File: src/rtl/rtc_pkg.sv
// Shared encodings, field widths and range limits for the RTC timebase.
package rtc_pkg;

  localparam int HH_W    = 5;
  localparam int MS_W    = 6;
  localparam int DIV_MIN = 2;

  localparam logic [HH_W-1:0] HH_MAX = 5'd23;
  localparam logic [MS_W-1:0] MM_MAX = 6'd59;
  localparam logic [MS_W-1:0] SS_MAX = 6'd59;

  typedef enum logic [1:0] {
    ST_IDLE  = 2'd0,
    ST_RUN   = 2'd1,
    ST_PAUSE = 2'd2
  } rtc_state_e;

  function automatic logic [HH_W-1:0] clamp_hh(input logic [HH_W-1:0] v);
    return (v > HH_MAX) ? HH_MAX : v;
  endfunction

  function automatic logic [MS_W-1:0] clamp_ms(input logic [MS_W-1:0] v,
                                               input logic [MS_W-1:0] lim);
    return (v > lim) ? lim : v;
  endfunction

endpackage

File: src/rtl/rtc_tod_counter.sv
// hh:mm:ss time-of-day counter; advances on tick, synchronous load with
// range clamping. A load in the same cycle as a tick takes priority.
module rtc_tod_counter
  import rtc_pkg::*;
(
  input  logic            i_clk,
  input  logic            i_rst_n,
  input  logic            i_tick,
  input  logic            i_load,
  input  logic [HH_W-1:0] i_load_hh,
  input  logic [MS_W-1:0] i_load_mm,
  input  logic [MS_W-1:0] i_load_ss,
  output logic [HH_W-1:0] o_hh,
  output logic [MS_W-1:0] o_mm,
  output logic [MS_W-1:0] o_ss
);

  logic [HH_W-1:0] r_hh;
  logic [MS_W-1:0] r_mm;
  logic [MS_W-1:0] r_ss;

  logic [HH_W-1:0] w_hh_nxt;
  logic [MS_W-1:0] w_mm_nxt;
  logic [MS_W-1:0] w_ss_nxt;

  always_comb begin
    w_hh_nxt = r_hh;
    w_mm_nxt = r_mm;
    w_ss_nxt = r_ss;
    if (i_load) begin
      w_hh_nxt = clamp_hh(i_load_hh);
      w_mm_nxt = clamp_ms(i_load_mm, MM_MAX);
      w_ss_nxt = clamp_ms(i_load_ss, SS_MAX);
    end else if (i_tick) begin
      if (r_ss == SS_MAX) begin
        w_ss_nxt = '0;
        if (r_mm == MM_MAX) begin
          w_mm_nxt = '0;
          w_hh_nxt = (r_hh == HH_MAX) ? '0 : r_hh + 5'd1;
        end else begin
          w_mm_nxt = r_mm + 6'd1;
        end
      end else begin
        w_ss_nxt = r_ss + 6'd1;
      end
    end
  end

  always_ff @(posedge i_clk or negedge i_rst_n) begin
    if (!i_rst_n) begin
      r_hh <= '0;
      r_mm <= '0;
      r_ss <= '0;
    end else begin
      r_hh <= w_hh_nxt;
      r_mm <= w_mm_nxt;
      r_ss <= w_ss_nxt;
    end
  end

  assign o_hh = r_hh;
  assign o_mm = r_mm;
  assign o_ss = r_ss;

endmodule

File: src/rtl/rtc_timebase_ctrl.sv
// RTC prescaler controller: IDLE holds count at 0, RUN counts and ticks every DIV
// cycles, PAUSE freezes count; divide changes in RUN wait for the period boundary.
module rtc_timebase_ctrl
  import rtc_pkg::*;
#(
  parameter int          CNT_W       = 32,
  parameter int unsigned DEFAULT_DIV = 10_000_000
) (
  input  logic             i_clk,
  input  logic             i_rst_n,
  input  logic             i_run,
  input  logic             i_div_valid,
  output logic             o_div_ready,
  input  logic [CNT_W-1:0] i_div_value,
  input  logic             i_time_load,
  input  logic [HH_W-1:0]  i_load_hh,
  input  logic [MS_W-1:0]  i_load_mm,
  input  logic [MS_W-1:0]  i_load_ss,
  output logic             o_tick,
  output logic [HH_W-1:0]  o_hh,
  output logic [MS_W-1:0]  o_mm,
  output logic [MS_W-1:0]  o_ss,
  output logic [1:0]       o_state
);

  rtc_state_e       r_state;
  logic [CNT_W-1:0] r_count;
  logic [CNT_W-1:0] r_div;
  logic [CNT_W-1:0] r_pend_div;
  logic             r_pend_valid;
  logic             r_tick;

  rtc_state_e       w_state_nxt;
  logic [CNT_W-1:0] w_count_nxt;
  logic [CNT_W-1:0] w_div_nxt;
  logic [CNT_W-1:0] w_pend_div_nxt;
  logic             w_pend_valid_nxt;
  logic             w_tick_nxt;

  logic             w_counting;
  logic             w_wrap;
  logic             w_div_xfer;
  logic [CNT_W-1:0] w_div_clamped;

  assign w_counting    = (r_state == ST_RUN) && i_run;
  assign w_wrap        = w_counting && (r_count == (r_div - CNT_W'(1)));
  assign w_div_xfer    = i_div_valid && !r_pend_valid;
  assign w_div_clamped = (i_div_value < CNT_W'(DIV_MIN)) ? CNT_W'(DIV_MIN) : i_div_value;

  always_comb begin
    w_state_nxt      = r_state;
    w_count_nxt      = r_count;
    w_div_nxt        = r_div;
    w_pend_div_nxt   = r_pend_div;
    w_pend_valid_nxt = r_pend_valid;
    w_tick_nxt       = 1'b0;

    case (r_state)
      ST_IDLE: begin
        w_count_nxt = '0;
        if (i_run) w_state_nxt = ST_RUN;
      end
      ST_RUN: begin
        if (!i_run) begin
          w_state_nxt = ST_PAUSE;
        end else if (w_wrap) begin
          w_count_nxt = '0;
          w_tick_nxt  = 1'b1;
          if (r_pend_valid) begin
            w_div_nxt        = r_pend_div;
            w_pend_valid_nxt = 1'b0;
          end
        end else begin
          w_count_nxt = r_count + CNT_W'(1);
        end
      end
      ST_PAUSE: begin
        if (i_run) w_state_nxt = ST_RUN;
        // A ratio left pending when the pause began takes effect now, restarting the period.
        if (r_pend_valid) begin
          w_div_nxt        = r_pend_div;
          w_pend_valid_nxt = 1'b0;
          w_count_nxt      = '0;
        end
      end
      default: w_state_nxt = ST_IDLE;
    endcase

    if (w_div_xfer) begin
      if (r_state == ST_RUN) begin
        w_pend_valid_nxt = 1'b1;
        w_pend_div_nxt   = w_div_clamped;
      end else begin
        w_div_nxt   = w_div_clamped;
        w_count_nxt = '0;
      end
    end

    // Time load restarts the period; a tick landing on the same edge would be short.
    if (i_time_load) begin
      w_count_nxt = '0;
      w_tick_nxt  = 1'b0;
    end
  end

  always_ff @(posedge i_clk or negedge i_rst_n) begin
    if (!i_rst_n) begin
      r_state <= ST_IDLE;
    end else begin
      r_state <= w_state_nxt;
    end
  end

  always_ff @(posedge i_clk or negedge i_rst_n) begin
    if (!i_rst_n) begin
      r_count      <= '0;
      r_div        <= CNT_W'(DEFAULT_DIV);
      r_pend_div   <= '0;
      r_pend_valid <= 1'b0;
      r_tick       <= 1'b0;
    end else begin
      r_count      <= w_count_nxt;
      r_div        <= w_div_nxt;
      r_pend_div   <= w_pend_div_nxt;
      r_pend_valid <= w_pend_valid_nxt;
      r_tick       <= w_tick_nxt;
    end
  end

  rtc_tod_counter u_tod (
    .i_clk     (i_clk),
    .i_rst_n   (i_rst_n),
    .i_tick    (r_tick),
    .i_load    (i_time_load),
    .i_load_hh (i_load_hh),
    .i_load_mm (i_load_mm),
    .i_load_ss (i_load_ss),
    .o_hh      (o_hh),
    .o_mm      (o_mm),
    .o_ss      (o_ss)
  );

  assign o_tick      = r_tick;
  assign o_div_ready = !r_pend_valid;
  assign o_state     = r_state;

endmodule

File: config.mk
export PLATFORM = sky130hd
export DESIGN_NAME = rtc_timebase_ctrl
export DESIGN_NICKNAME = d
export VERILOG_FILES = /design/src/rtl/rtc_pkg.sv /design/src/rtl/rtc_tod_counter.sv /design/src/rtl/rtc_timebase_ctrl.sv
export SDC_FILE = /design/constraint.sdc
export NUM_CORES = 1
export LEC_CHECK = 0
export ABC_AREA = 1
export BUFFER_PORTS_ARGS = -buffer_cell sky130_fd_sc_hd__buf_4
export CAP_MARGIN = 0
export CORE_AREA = 2 2 147 149
export DETAILED_ROUTE_END_ITERATION = 16
export DIE_AREA = 0 0 149 151
export PLACE_DENSITY = 0.59
export SYNTH_ARGS = -nofsm -noshare
export SYNTH_HDL_FRONTEND = slang
export SYNTH_SLANG_ARGS = --single-unit
File: constraint.sdc
create_clock -name i_clk -period 4.2 [get_ports i_clk]
set_input_delay 0.63 -clock i_clk [delete_from_list [all_inputs] [get_ports i_clk]]
set_output_delay 0.63 -clock i_clk [all_outputs]
set_load 0.05 [all_outputs]
==> flow_summary_export.csv <==
group,metric,value,unit
timing,finalCritPeriodShare,80.8,%
cells_and_area,fin_cells,1825,
synthesis,seq_area_frac_synth,31.5,%
clock_tree,h-tree-depth,4,
timing,fmax,295,MHz
timing,slew_violations,0,
timing,tightestPinTransition,1300,ps
drt,avgViaCountPerCell,5.23,
clock_tree,clockBufferDepth,2,
worst_setup_path,critPathArrivalTime,3700,ps
drt,wl_met1,13700,microns
clock_tree,clockRootBuffer,"clkbuf_16",
timing,min_period,3390,ps
drt,top_layer,"met4",
synthesis,synth-edff-count,0,
cells_and_area,nets,1601,
cells_and_area,multi_input_area,0.00539,sq mm
cells_and_area,postLayoutCellArea,0.0106,sq mm
timing,rsz0062_at_grt,"false",
placed_design,place_inst,1793,
placed_design,dp_hpwl,20000,microns
global_routing,grt_pass1_vias,8716,
worst_setup_path,start_kind,"flop",
run,drv_cap,0,
synthesis,synth_top_area_share,29.2,%
global_routing,grtUsageTotal,26.0,%
cells_and_area,layout-drive-gt1-share,11.0,%
timing,hold_slack,335,ps
drt,drc,0,
synthesis,yosys.area.top_type,"dfrtp_1",
drt,vias,9553,
clock_tree,clkSlewWorstSetupHoldPaths,60,ps
clock_tree,hold_buffers,0,
clock_tree,numClockSinks,117,
global_routing,antenna_found_initial,0,
cells_and_area,layout_commonest_cell,"nand2_1",
synthesis,netlist-cell-type-count,48,
power,cellPowerDensity,709,mW/mm^2
global_routing,grt_overflow,0,
cells_and_area,diodes,0,
worst_setup_path,critPathCaptureType,"flop",
die,initial_utilization,44.8,%
synthesis,synth_nets,1554,
global_routing,grt_pass1_wl,46000,microns
die,die_w,149,microns
timing,timing.slew.headroom,13.4,%
drt,first_iter_violations,765,
synthesis,ys_warn_count,0,
drt,ant_nets,0,
drt,routed_wl,28500,microns
clock_tree,tritoncts,"done",
placed_design,placement.io_buffers,74,
timing,finClkSkew,14.9,ps
power,p_leak,5.43,nW
cells_and_area,final_cell_mix,"472 x nand2_1, 193 x inv_1, 141 x o21ai_0",
placed_design,gp_congestion,0.980,
worst_hold_path,min-delay-path-class,"input port to async pin",
timing,fin_tns_setup,0,ps
die,die_area,0.0225,sq mm
worst_setup_path,critPathKind,"flop to flop",
synthesis,syn_area_per_cell,6.26,sq um
clock_tree,numCtsBuffers,17,
drt,first_pass_iters,5,
drt,wl_met2,12600,microns
cells_and_area,syn_to_final_growth,14.2,%
synthesis,synthTopCellsByArea,"dfrtp_1 29%, nand2_1 19%, inv_1 7.8%, o21ai_0 7.6%, nor2_1 5.4%",
timing,finalSetupViolCount,0,
synthesis,synth-seq-cells,117,
run_status,status,"finished clean",
worst_setup_path,cp_max_fo,34,
cells_and_area,regArea,0.00294,sq mm
power,irDropWorstVdd,0.294,mV
synthesis,syn_inst,1490,
die,pin_count,75,
timing,hold_viol,0,
die,core_area,0.0208,sq mm
synthesis,synth-async-reset-ratio,100,%
clock_tree,cts_setup_buffers,0,
placed_design,place_area,0.0101,sq mm
worst_setup_path,reg2reg_setup_slack,810,ps
drt,wl_per_cell,15.6,microns
clock_tree,cts-resized-gates,0,
synthesis,synthFlopType,"dfrtp_1",
synthesis,syn_area,0.00933,sq mm
drt,wl_met3,1570,microns
global_routing,grt_max_degree,65,
cells_and_area,fillers,2179,
worst_setup_path,cp.required,4510,ps
die,fp.dieH,151,microns
die,rows,53,
clock_tree,clkLatencyLatePin,430,ps
==> power by group <==
| group | switching [W] | internal (W) | total (W) |
|---|---|---|---|
| clock | 0.000634 | 0.000833 | 0.00147 |
| combinational | 0.00273 | 0.00131 | 0.00404 |
| sequential | 0.000484 | 0.00156 | 0.00204 |
==> final cells by class <==
class | instances | share of cell area, %
inverter | 198 | 6.98
sequential | 117 | 27.6
clock inverter | 14 | 1.33
multi-input combinational | 1117 | 50.7
tap | 275 | 3.23
timing repair buffer | 86 | 6.18
clock buffer | 18 | 4.03
==> metrics by stage <==
stage | power [W] | util [%] | setup WS (ps)
after CTS | 0.00756 | 51.1 | 736
final | 0.00755 | 51.1 | 806
after floorplan | 0.00495 | - | 1730
after global placement | 0.00604 | 48.4 | 857
after detailed placement | 0.00606 | 48.4 | 753
after global routing | 0.00824 | 51.1 | 483
==> critical path: stages, from the launching register on <==
cell	delay, ps
dfrtp_1	440
inv_1	120
ha_1	180
buf_4	300
clkinv_1	580
nor2_2	250
buf_4	400
inv_1	690
nand2_1	240
nand2_1	70
==> sequential cells by signal, indices dropped and copies added, names as in the netlist <==
name and flops:
r_count 32, r_div 32, r_pend_div 32, u_tod.o_mm 6, u_tod.o_ss 6, u_tod.o_hh 5, o_state 2, o_tick 1
r_pend_valid 1
==> path summary, 6_finish.rpt <==
check / from / endpoint / cells after the start
max: o_state[1] / r_pend_div[3] / 9
min: i_rst_n / r_count[3] / 1
max reg2reg: o_state[1] / r_pend_div[3] / 9
min reg2reg: r_pend_div[22] / r_pend_div[22] / 2
max in group asynchronous: i_rst_n / r_div[20] / 2
min in group i_clk: i_div_value[11] / r_pend_div[11] / 3
==> Yosys cell counts (10+ instances only) <==
cell	instances
a21oi_1	82
a31oi_1	11
clkbuf_1	44
dfrtp_1	109
ha_1	10
inv_1	193
nand2_1	472
nand3_1	60
nand4_1	40
nor2_1	133
nor2_2	17
nor3_1	11
o21ai_0	141
o21ai_1	21
xnor2_1	12
xor2_1	36
==> kinds of logic (layout without fill, tap and decap cells) <==
group,Yosys count,after routing,share of synthesized area [%]
AO/OA/AOI/OAI,286,286,16.4
XOR/XNOR,49,49,4.75
adder cells (fa/ha/maj),10,10,1.34
buffers and inverters,256,316,10.7
flip-flops,117,117,31.5
AND/OR/NAND/NOR,772,772,35.3
==> metal layers <==
layer / global-route usage, % / vias up
met5: 0 / -
met4: 8.33 / 0
met3: 4.79 / 33
met2: 40.2 / 281
met1: 36.8 / 4367
li1: - / 4872
Power figures use the tool's default switching activity.
